--- src/rtl/mdu_iterative.sv ---
// mdu_iterative -- iterative RV32M/RV64M multiply/divide unit for the EX stage.
//
// Takes M-extension ops (funct3-encoded) one at a time. It does one radix-2 step
// per cycle: multiply uses shift-add and divide uses restoring division. It returns
// an XLEN result together with the writeback tag that came in with the op.
//
// Optional feature macro: MDU_EARLY_OUT_EN
//   defined   : multiply with a zero operand, and DIVU/REMU with op_a < op_b,
//               complete in one cycle (IDLE -> DONE).
//   undefined : those ops run the full iteration. The results are the same.
//
// Ports:
//   clk, rst_n          clock (rising edge), asynchronous active-low reset
//   flush               abort in-flight op; any state returns to IDLE next edge
//   in_valid/in_ready   op request / unit idle and able to accept
//   funct3              000 MUL 001 MULH 010 MULHSU 011 MULHU
//                       100 DIV 101 DIVU 110 REM  111 REMU
//   op_a, op_b          rs1 / rs2 values
//   tag_in              destination tag, returned unchanged on tag_out
//   out_valid/out_ready result valid / consumer accepts
//   result, tag_out     result and its tag (held stable while out_valid)
//   busy                unit is not IDLE
//
// Handshake: a transfer happens on a rising edge where valid && ready are both
// high. Once valid is raised, the payload holds until that transfer. flush
// overrides both channels. An op presented while flush is high is not accepted.
// A result showing when flush rises is dropped (out_valid is forced low).
module mdu_iterative #(
  parameter int XLEN  = 32,
  parameter int TAG_W = 5
) (
  input  logic             clk,
  input  logic             rst_n,
  input  logic             flush,
  input  logic             in_valid,
  output logic             in_ready,
  input  logic [2:0]       funct3,
  input  logic [XLEN-1:0]  op_a,
  input  logic [XLEN-1:0]  op_b,
  input  logic [TAG_W-1:0] tag_in,
  output logic             out_valid,
  input  logic             out_ready,
  output logic [XLEN-1:0]  result,
  output logic [TAG_W-1:0] tag_out,
  output logic             busy
);

  localparam int CW = $clog2(XLEN);
  localparam logic [CW-1:0]   LAST    = CW'(XLEN - 1);
  localparam logic [XLEN-1:0] MIN_INT = {1'b1, {(XLEN-1){1'b0}}};

  localparam logic [2:0] F_MULH   = 3'b001;
  localparam logic [2:0] F_MULHSU = 3'b010;
  localparam logic [2:0] F_DIV    = 3'b100;
  localparam logic [2:0] F_DIVU   = 3'b101;
  localparam logic [2:0] F_REM    = 3'b110;
  localparam logic [2:0] F_REMU   = 3'b111;

  typedef enum logic [1:0] {
    S_IDLE = 2'd0,
    S_CALC = 2'd1,
    S_DONE = 2'd2
  } state_t;

  state_t state, state_n;

  // Latched operation context.
  logic [2:0]        op_q;
  logic              neg_q;   // negate the final value (product/quotient or remainder)
  logic [XLEN-1:0]   mcand;   // multiplicand magnitude, or divisor magnitude
  logic [2*XLEN-1:0] acc;     // mul: {partial product, multiplier}; div: {rem, dividend/quotient}
  logic [CW-1:0]     cnt;

  // ---------------------------------------------------------------------------
  // Request decode: operand signedness, magnitudes, special cases
  // ---------------------------------------------------------------------------
  logic            a_signed, b_signed, sign_a, sign_b, neg_in;
  logic [XLEN-1:0] abs_a, abs_b;

  always_comb begin
    a_signed = (funct3 == F_MULH) || (funct3 == F_MULHSU) ||
               (funct3 == F_DIV)  || (funct3 == F_REM);
    b_signed = (funct3 == F_MULH) || (funct3 == F_DIV) || (funct3 == F_REM);
  end

  assign sign_a = a_signed & op_a[XLEN-1];
  assign sign_b = b_signed & op_b[XLEN-1];
  // The magnitude of MIN_INT is MIN_INT itself, read as unsigned. That is exactly 2^(XLEN-1).
  assign abs_a  = sign_a ? ({XLEN{1'b0}} - op_a) : op_a;
  assign abs_b  = sign_b ? ({XLEN{1'b0}} - op_b) : op_b;
  // The remainder takes the dividend's sign. Products and quotients take the XOR of both signs.
  assign neg_in = (funct3[2] && funct3[1]) ? sign_a : (sign_a ^ sign_b);

  logic            div_zero, div_ovf, early_mul, early_divu, special;
  logic [XLEN-1:0] special_res;

  assign div_zero = funct3[2] && (op_b == {XLEN{1'b0}});
  assign div_ovf  = ((funct3 == F_DIV) || (funct3 == F_REM)) &&
                    (op_a == MIN_INT) && (op_b == {XLEN{1'b1}});

`ifdef MDU_EARLY_OUT_EN
  assign early_mul  = !funct3[2] && ((op_a == {XLEN{1'b0}}) || (op_b == {XLEN{1'b0}}));
  assign early_divu = ((funct3 == F_DIVU) || (funct3 == F_REMU)) && (op_a < op_b);
`else
  assign early_mul  = 1'b0;
  assign early_divu = 1'b0;
`endif

  assign special = div_zero || div_ovf || early_mul || early_divu;

  // The early-out multiply case leaves the value at the zero default.
  always_comb begin
    special_res = {XLEN{1'b0}};
    if (div_zero)
      special_res = funct3[1] ? op_a : {XLEN{1'b1}};
    else if (div_ovf)
      special_res = funct3[1] ? {XLEN{1'b0}} : MIN_INT;
    else if (early_divu)
      special_res = funct3[1] ? op_a : {XLEN{1'b0}};
  end

  // ---------------------------------------------------------------------------
  // One iteration step
  // ---------------------------------------------------------------------------
  logic [XLEN-1:0]   acc_hi, acc_lo;
  logic [XLEN:0]     mul_sum, div_shift, div_trial;
  logic [2*XLEN-1:0] step_next;

  assign acc_hi = acc[2*XLEN-1:XLEN];
  assign acc_lo = acc[XLEN-1:0];

  always_comb begin
    mul_sum   = {1'b0, acc_hi} + (acc_lo[0] ? {1'b0, mcand} : {(XLEN+1){1'b0}});
    // The partial remainder, shifted with the next dividend bit brought in, is XLEN+1 bits wide.
    div_shift = {acc_hi, acc_lo[XLEN-1]};
    div_trial = div_shift - {1'b0, mcand};
    step_next = {2*XLEN{1'b0}};
    if (op_q[2]) begin
      if (!div_trial[XLEN])
        step_next = {div_trial[XLEN-1:0], acc_lo[XLEN-2:0], 1'b1};
      else
        step_next = {div_shift[XLEN-1:0], acc_lo[XLEN-2:0], 1'b0};
    end else begin
      // Shift right. The carry-out of the add becomes the new top bit.
      step_next = {mul_sum, acc_lo[XLEN-1:1]};
    end
  end

  // The sign fix-up is applied to the value the final step produces.
  logic [2*XLEN-1:0] prod_fix;
  logic [XLEN-1:0]   quo_fix, rem_fix, calc_res;

  always_comb begin
    prod_fix = neg_q ? ({2*XLEN{1'b0}} - step_next) : step_next;
    quo_fix  = neg_q ? ({XLEN{1'b0}} - step_next[XLEN-1:0]) : step_next[XLEN-1:0];
    rem_fix  = neg_q ? ({XLEN{1'b0}} - step_next[2*XLEN-1:XLEN])
                     : step_next[2*XLEN-1:XLEN];
    calc_res = {XLEN{1'b0}};
    if (op_q[2])
      calc_res = op_q[1] ? rem_fix : quo_fix;
    else if (op_q[1:0] == 2'b00)
      calc_res = prod_fix[XLEN-1:0];
    else
      calc_res = prod_fix[2*XLEN-1:XLEN];
  end

  // ---------------------------------------------------------------------------
  // Control FSM
  // ---------------------------------------------------------------------------
  logic accept, last_step;

  assign in_ready  = (state == S_IDLE);
  assign accept    = in_valid && in_ready && !flush;
  assign out_valid = (state == S_DONE) && !flush;
  assign busy      = (state != S_IDLE);
  assign last_step = (cnt == LAST);

  always_ff @(posedge clk or negedge rst_n) begin
    if (!rst_n) state <= S_IDLE;
    else        state <= state_n;
  end

  always_comb begin
    state_n = state;
    unique case (state)
      S_IDLE:  if (accept) state_n = special ? S_DONE : S_CALC;
      S_CALC:  if (last_step) state_n = S_DONE;
      S_DONE:  if (out_valid && out_ready) state_n = S_IDLE;
      default: state_n = S_IDLE;
    endcase
    if (flush) state_n = S_IDLE;
  end

  // ---------------------------------------------------------------------------
  // Datapath registers
  // ---------------------------------------------------------------------------
  always_ff @(posedge clk or negedge rst_n) begin
    if (!rst_n) begin
      op_q    <= 3'b000;
      neg_q   <= 1'b0;
      mcand   <= {XLEN{1'b0}};
      acc     <= {2*XLEN{1'b0}};
      cnt     <= {CW{1'b0}};
      result  <= {XLEN{1'b0}};
      tag_out <= {TAG_W{1'b0}};
    end else if (accept) begin
      op_q    <= funct3;
      neg_q   <= neg_in;
      tag_out <= tag_in;
      cnt     <= {CW{1'b0}};
      if (funct3[2]) begin
        mcand <= abs_b;
        acc   <= {{XLEN{1'b0}}, abs_a};
      end else begin
        mcand <= abs_a;
        acc   <= {{XLEN{1'b0}}, abs_b};
      end
      if (special) result <= special_res;
    end else if ((state == S_CALC) && !flush) begin
      acc <= step_next;
      cnt <= cnt + 1'b1;
      if (last_step) result <= calc_res;
    end
  end

endmodule

--- config.mk ---
export PLATFORM = sky130hd
export DESIGN_NAME = mdu_iterative
export DESIGN_NICKNAME = d
export VERILOG_FILES = /design/src/rtl/mdu_iterative.sv
export SDC_FILE = /design/constraint.sdc
export NUM_CORES = 1
export LEC_CHECK = 0
export ABC_AREA = 1
export BUFFER_PORTS_ARGS = -buffer_cell sky130_fd_sc_hd__buf_2
export CORE_MARGIN = 4
export CORE_UTILIZATION = 35
export CTS_BUF_LIST = sky130_fd_sc_hd__clkbuf_2 sky130_fd_sc_hd__clkbuf_4 sky130_fd_sc_hd__clkbuf_8
export CTS_CLUSTER_SIZE = 25
export DETAILED_ROUTE_END_ITERATION = 10
export PLACE_DENSITY_LB_ADDON = 0.12
export SETUP_SLACK_MARGIN = 0.02
export SYNTH_ARGS = -nofsm -noshare
export SYNTH_HDL_FRONTEND = slang
export SYNTH_SLANG_ARGS = --single-unit
--- constraint.sdc ---
create_clock -name clk -period 3.9 [get_ports clk]
set_clock_uncertainty 0.15 [all_clocks]
set_input_delay 0.195 -clock clk [delete_from_list [all_inputs] [get_ports clk]]
set_output_delay 0.195 -clock clk [all_outputs]
set_load 0.005 [all_outputs]
# Word-level counts from Yosys, hierarchy flattened
# Cells that the tools add are included.
[op_classes]
add_sub_neg = 8
n_eq_ne = 13
n_mux = 32
bitwise = 3
n_reduce_logical = 25
[ops]
columns = ["cell", "count"]
rows = [
  ["two-way mux 32 bit", 18],
  ["two-way mux 64 bit", 5],
  ["subtractor 1 x 32 -> 32 bit, first input constant", 4],
  ["equality test 32 bit, second input constant", 2],
  ["subtractor 1 x 64 -> 64 bit, first input constant", 1],
  ["adder 32 x 32 -> 33 bit", 1],
  ["subtractor 33 x 32 -> 33 bit", 1],
  ["zero test 32 bit", 1],
  ["two-way mux 2 bit", 5],
  ["two-way mux 5 bit", 2],
  ["logical AND 1 bit", 9],
  ["logical OR 1 bit", 7],
  ["equality test 3 bit, second input constant", 2],
  ["!= test 3 x 2 -> 1 bit, second input constant", 2],
  ["case mux 2 bit (3 select lines)", 1],
  ["AND reduction 3 bit", 2],
  ["nonzero test 2 bit", 3],
  ["adder 5 x 1 -> 5 bit, second input constant", 1],
  ["equality test 5 bit, second input constant", 1],
  ["zero test 2 bit", 2],
  ["equality test 3 x 1 -> 1 bit, second input constant", 1],
  ["equality test 3 x 2 -> 1 bit, second input constant", 1],
  ["!= test 3 bit, second input constant", 1],
  ["AND 1 bit", 2],
  ["6 further kinds", 6],
]
[word_totals]
regBits = 144
in_bits = 77
out_inout_bits = 40
wordCells = 89

# Longest topological paths before layout
[depth]
word_depth = 10
ltp_mapped = 36
depth_no_buf = 36

# Least setup slack after synthesis
# OpenSTA, ideal clock, no wires.
[synth_timing]
path_type = "register to register"
from = "register mcand[0]"
to = "register result[22]"
setup_time_ps = 113
t_arrival_ps = 3799
required_ps = 3637
setup_slack_ps = -162
stages_incl_launch_ff = 36
path_buffers = 0
period_less_slack_ps = 4062
cell_sequence = "dfrtp_1 -> ha_1 -> fa_1 -> inv_1 -> nand2_1 -> nand2_1 -> nand3_1 -> nand2_2 -> nand2_2 -> nand2_4 -> nand2_4 -> nand2_4 -> nand2_4 -> nand3_2 -> nand2_2 -> inv_1 -> ha_1 -> nand3_1 -> nor2_1 -> nand2_1 -> nor3_4 -> nand2_1 -> nor3_2 -> nand2_1 -> nor2_1 -> nand2_1 -> nor2_1 -> nand2_1 -> nand2_2 -> nand2_1 -> nand2_1 -> nand2_1 -> o21bai_1 -> nand3_1 -> nand2_1 -> inv_1"
[synth_between]
elab_chain_len = 10
word_cells_on_any_way = 17
cone_classes = "5 x add/sub; 12 x mux"
[synth_rtl]
columns = ["element", "line", "rtl"]
rows = [
  ["start, declared", "70", "logic [XLEN-1:0] mcand;"],
  ["start signal, assigned", "201", "mcand <= {XLEN{1'b0}};"],
  ["start signal, assigned", "212", "mcand <= abs_b;"],
  ["start signal, assigned", "215", "mcand <= abs_a;"],
  ["subtractor 33 x 32 -> 33 bit or two-way mux 32 bit (tied branches)", "136, 133", ""],
  ["two-way mux 64 bit or adder 32 x 32 -> 33 bit (tied branches)", "139, 133", ""],
  ["two-way mux 64 bit *", "138", "if (op_q[2]) begin"],
  ["subtractor 1 x 64 -> 64 bit (tied with other cells)", "154", "prod_fix = neg_q ? ({2*XLEN{1'b0}} - step_next) : step_next;"],
  ["two-way mux 64 bit (tied with other cells)", "154", ""],
  ["two-way mux 32 bit, on equally long branches", "161, 160", ""],
  ["two-way mux 32 bit *", "159", "if (op_q[2])"],
  ["two-way mux 32 bit *", "222", "if (last_step) result <= calc_res;"],
  ["two-way mux 32 bit *", "219", "end else if ((state == S_CALC) && !flush) begin"],
  ["two-way mux 32 bit *", "206", "end else if (accept) begin"],
  ["end signal, assigned", "204", "result <= {XLEN{1'b0}};"],
  ["end signal, assigned", "218", "if (special) result <= special_res;"],
  ["end signal, assigned", "222", ""],
  ["end, declared", "43", "output logic [XLEN-1:0] result,"],
]
# Mark *: on every way between the ends. The rest lies on a longest branch, timed or not. The select of a mux whose other input is x is not followed.
# A chain may end at the register's enable or synchronous reset.

# Worst setup path after layout
[layout_timing]
from = "register mcand[0]"
to = "register result[0]"
# The elaborated chain is that of the path after synthesis.

==> flow_summary.yaml <==
logic_synthesis:
  synth_top_area_cell: "nand2_1"
  synthArstFlopShare: 1.00
  synth_edf_count: 0
  yosys_register_bits: 144
  synth_cells: 3146
  yosysWarnings: 0
  synth_seq_area_share: 0.199
  netlist_area_um2: 18100
  syn-mean-instance-area_um2: 5.75
  yosysMostFrequentCell: "nand2_1"
  yosys-top-cells-count: "986 x nand2_1, 473 x inv_1, 329 x nor2_1"
  syn-num-nets: 3296
  synthFlopType: "dfrtp_1"
  ys_types: 56
  synth_top_area_frac: 0.205
  synthTopCellsByArea: "nand2_1 20%, dfrtp_1 20%, inv_1 9.8%"
final_layout:
  seq_area_um2: 3610
  final_cells: 4460
  syn2layout_area_growth_pct: 37.7
  filler_cell_count: 5511
  multiInputGateArea_um2: 13000
  utilization: 0.486
  nNetsFinal: 3915
  drive_above_1_share: 0.258
route:
  dr_total_vias: 23743
  detail-route-antenna-nets: 0
  drtIter0Drc: 2321
  wirelength_um: 102000
  wl_per_cell_um: 22.9
  routed_via_density: 5.32
  firstDrtPassIters: 6
  drcViolationCount: 0
critical_path:
  crit_type: "flop to flop"
  worstSetupEndpointType: "flop"
  slowest_delay_ns: 0.42
  cp_slowest_cell: "dfrtp_1"
  start_kind: "flop"
  crit_fanout: 4
  critPathArrivalTime_ns: 4.49
  required_ns: 4.17
die:
  dieWidth_um: 235
  core_um2: 51200
  std_cell_rows: 83
  io_pins: 117
  start_util: 0.353
  dieArea_um2: 55400
  dieHeight_um: 235
timing:
  max-slew-margin-rel: 0.229
  fin_hold_ws_ns: 0.0172
  rsz0062_at_grt: "yes"
  setup_violations: 29
  fin_crit_sh: 1.08
  worstMarginPinSlew_ns: 1.14
  hold_viol_final: 0
  finalWorstSetupSlack_ns: -0.323
  slew_violations: 0
  fin_crit_ns: 4.22
  max_freq_mhz: 237
placed_design:
  dpl.hpwl_um: 83500
  gp_congestion: 1.02
  placedCellCount: 4351
  io_buffer_count: 116
  preCtsSetupSlack_ns: -0.401
run_status:
  status: "finished with violations"
  violations: "setup timing"
grt:
  antenna_found_initial: 5
  grt_pass1_wl_um: 147000
  overflow: 0
  grt.total_usage: 0.356
  grt_pass1_vias: 22485
  grt_max_degree: 76
pwr:
  clockPowerShare: 0.051
  p_seq_frac: 0.103
  power.internal_mw: 10.7
  power.share.combinational: 0.846
  p_per_area_nw_per_um2: 982
  p_leak_nw: 13.3
  switching_power_mw: 13.7
  ir_drop_mv: 0.417
  swShare: 0.561
min_path:
  hold_path.class: "primary input to asynchronous set/reset pin"
clocking:
  clockBufferDepth: 2
  cts_tree: "built"
  cts_buffers: 17
  cts.sinks: 144
  cts_htree_levels: 4
  clk_pin_slew_worst_paths_ns: 0.10
  clk_latency_ns: 0.59
  clockRootBuffer: "clkbuf_8"
run:
  maxCapViolations: 0
## path summary, 6_finish.rpt
path                             from          to  slack [ns]  cells past startpoint
max                          mcand[0]   result[0]       -0.32                     30
min                             rst_n  result[29]        0.02                      2
max reg2reg                  mcand[0]   result[0]       -0.32                     30
min reg2reg                tag_out[4]  tag_out[4]        0.33                      2
max in group asynchronous       rst_n     acc[63]        2.53                      3
min in group clk             op_a[21]  result[21]        0.05                      5
## state kept, by name, indices dropped and copies added (netlist names)
signal   flops
tag_out      5
mcand       32
acc         64
result      32
neg_q        1
op_q         3
state        2
cnt          5
## kinds of logic (layout without fill, tap and decap cells)
group / count (synthesis) / in the layout / share of synthesized area
xor gates and xnor gates: 115 / 115 / 0.0557
other: 0 / 3 / 0
buffers and inverters: 588 / 1219 / 0.127
adders and majority gates: 73 / 73 / 0.0513
DFF: 144 / 144 / 0.199
AOI/OAI and AO/OA: 481 / 481 / 0.155
and+or+nand+nor: 1745 / 1745 / 0.412
## critical path: cells and delay by family (launching register included)
| family | cells | cell delay, ns |
|---|---|---|
| AOI/OAI and AO/OA | 3 | 0.63 |
| adders and majority gates | 3 | 0.68 |
| buffers and inverters | 4 | 0.40 |
| DFF | 1 | 0.42 |
| and+or+nand+nor | 20 | 1.77 |
## per-stage QoR
stage / instance area [um2] / power, mW / setup TNS, ns
after floorplan: 18100 / 11.7 / 0
after global placement: 23100 / 21.3 / -7.63
after detailed placement: 23100 / 21.3 / -8.04
after CTS: 24400 / 23.4 / -6.21
after global routing: 24900 / 25.9 / -12.79
final: 24900 / 24.4 / -5.88
## routing by layer
metal	track usage	part of all wire	wire [um]
met4	0.202	0.067	6890
met3	0.0492	0.068	6890
met2	0.564	0.44	45300
met5	0	0.00013	13
met1	0.468	0.42	43000
## power by group through the flow
| stage | sequential (mW) | combinational (mW) | clock [mW] |
|---|---|---|---|
| 6_report | 2.52 | 20.7 | 1.25 |
| 5_1_grt | 2.58 | 22.0 | 1.33 |
| 4_1_cts | 2.51 | 19.6 | 1.28 |
| 3_5_place_dp | 2.53 | 18.8 | 0 |
| 3_3_place_gp | 2.51 | 18.8 | 0 |
| 2_1_floorplan | 2.40 | 9.29 | 0 |
## repair_timing
item / CTS / global route
pin swaps: 37 / 29
endpoints found under the setup margin: 30 / 33
hold endpoints to repair: 162 / 0
hold buffers: 46 / 0
cloned: 0 / 0
resized for setup: 98 / 110
setup buffers: 19 / 10
## area by class of cell
type | instances | area share
diodes | 3 | 0.000302
clock buffers | 18 | 0.00995
clock inverters | 13 | 0.00417
inverters | 484 | 0.0731
multi-input cells | 2414 | 0.522
flip-flops and latches | 144 | 0.145
well taps | 680 | 0.0342
repair buffers | 704 | 0.211
## cells in the final DEF (no fill, tap or decap), drive strengths merged, types with 19 or more instances in the layout
master / count
o221ai: 19
nor3: 42
a21oi: 123
o21ai: 225
xnor2: 35
o211ai: 30
xor2: 80
o22ai: 27
or2: 22
nand4: 35
inv: 485
dfrtp: 144
buf: 658
nand2: 1028
nand3: 236
nor2: 344
ha: 71
dlygate4sd3: 46
a22oi: 19
nand3b: 25
(Power assumes the default switching activity.)
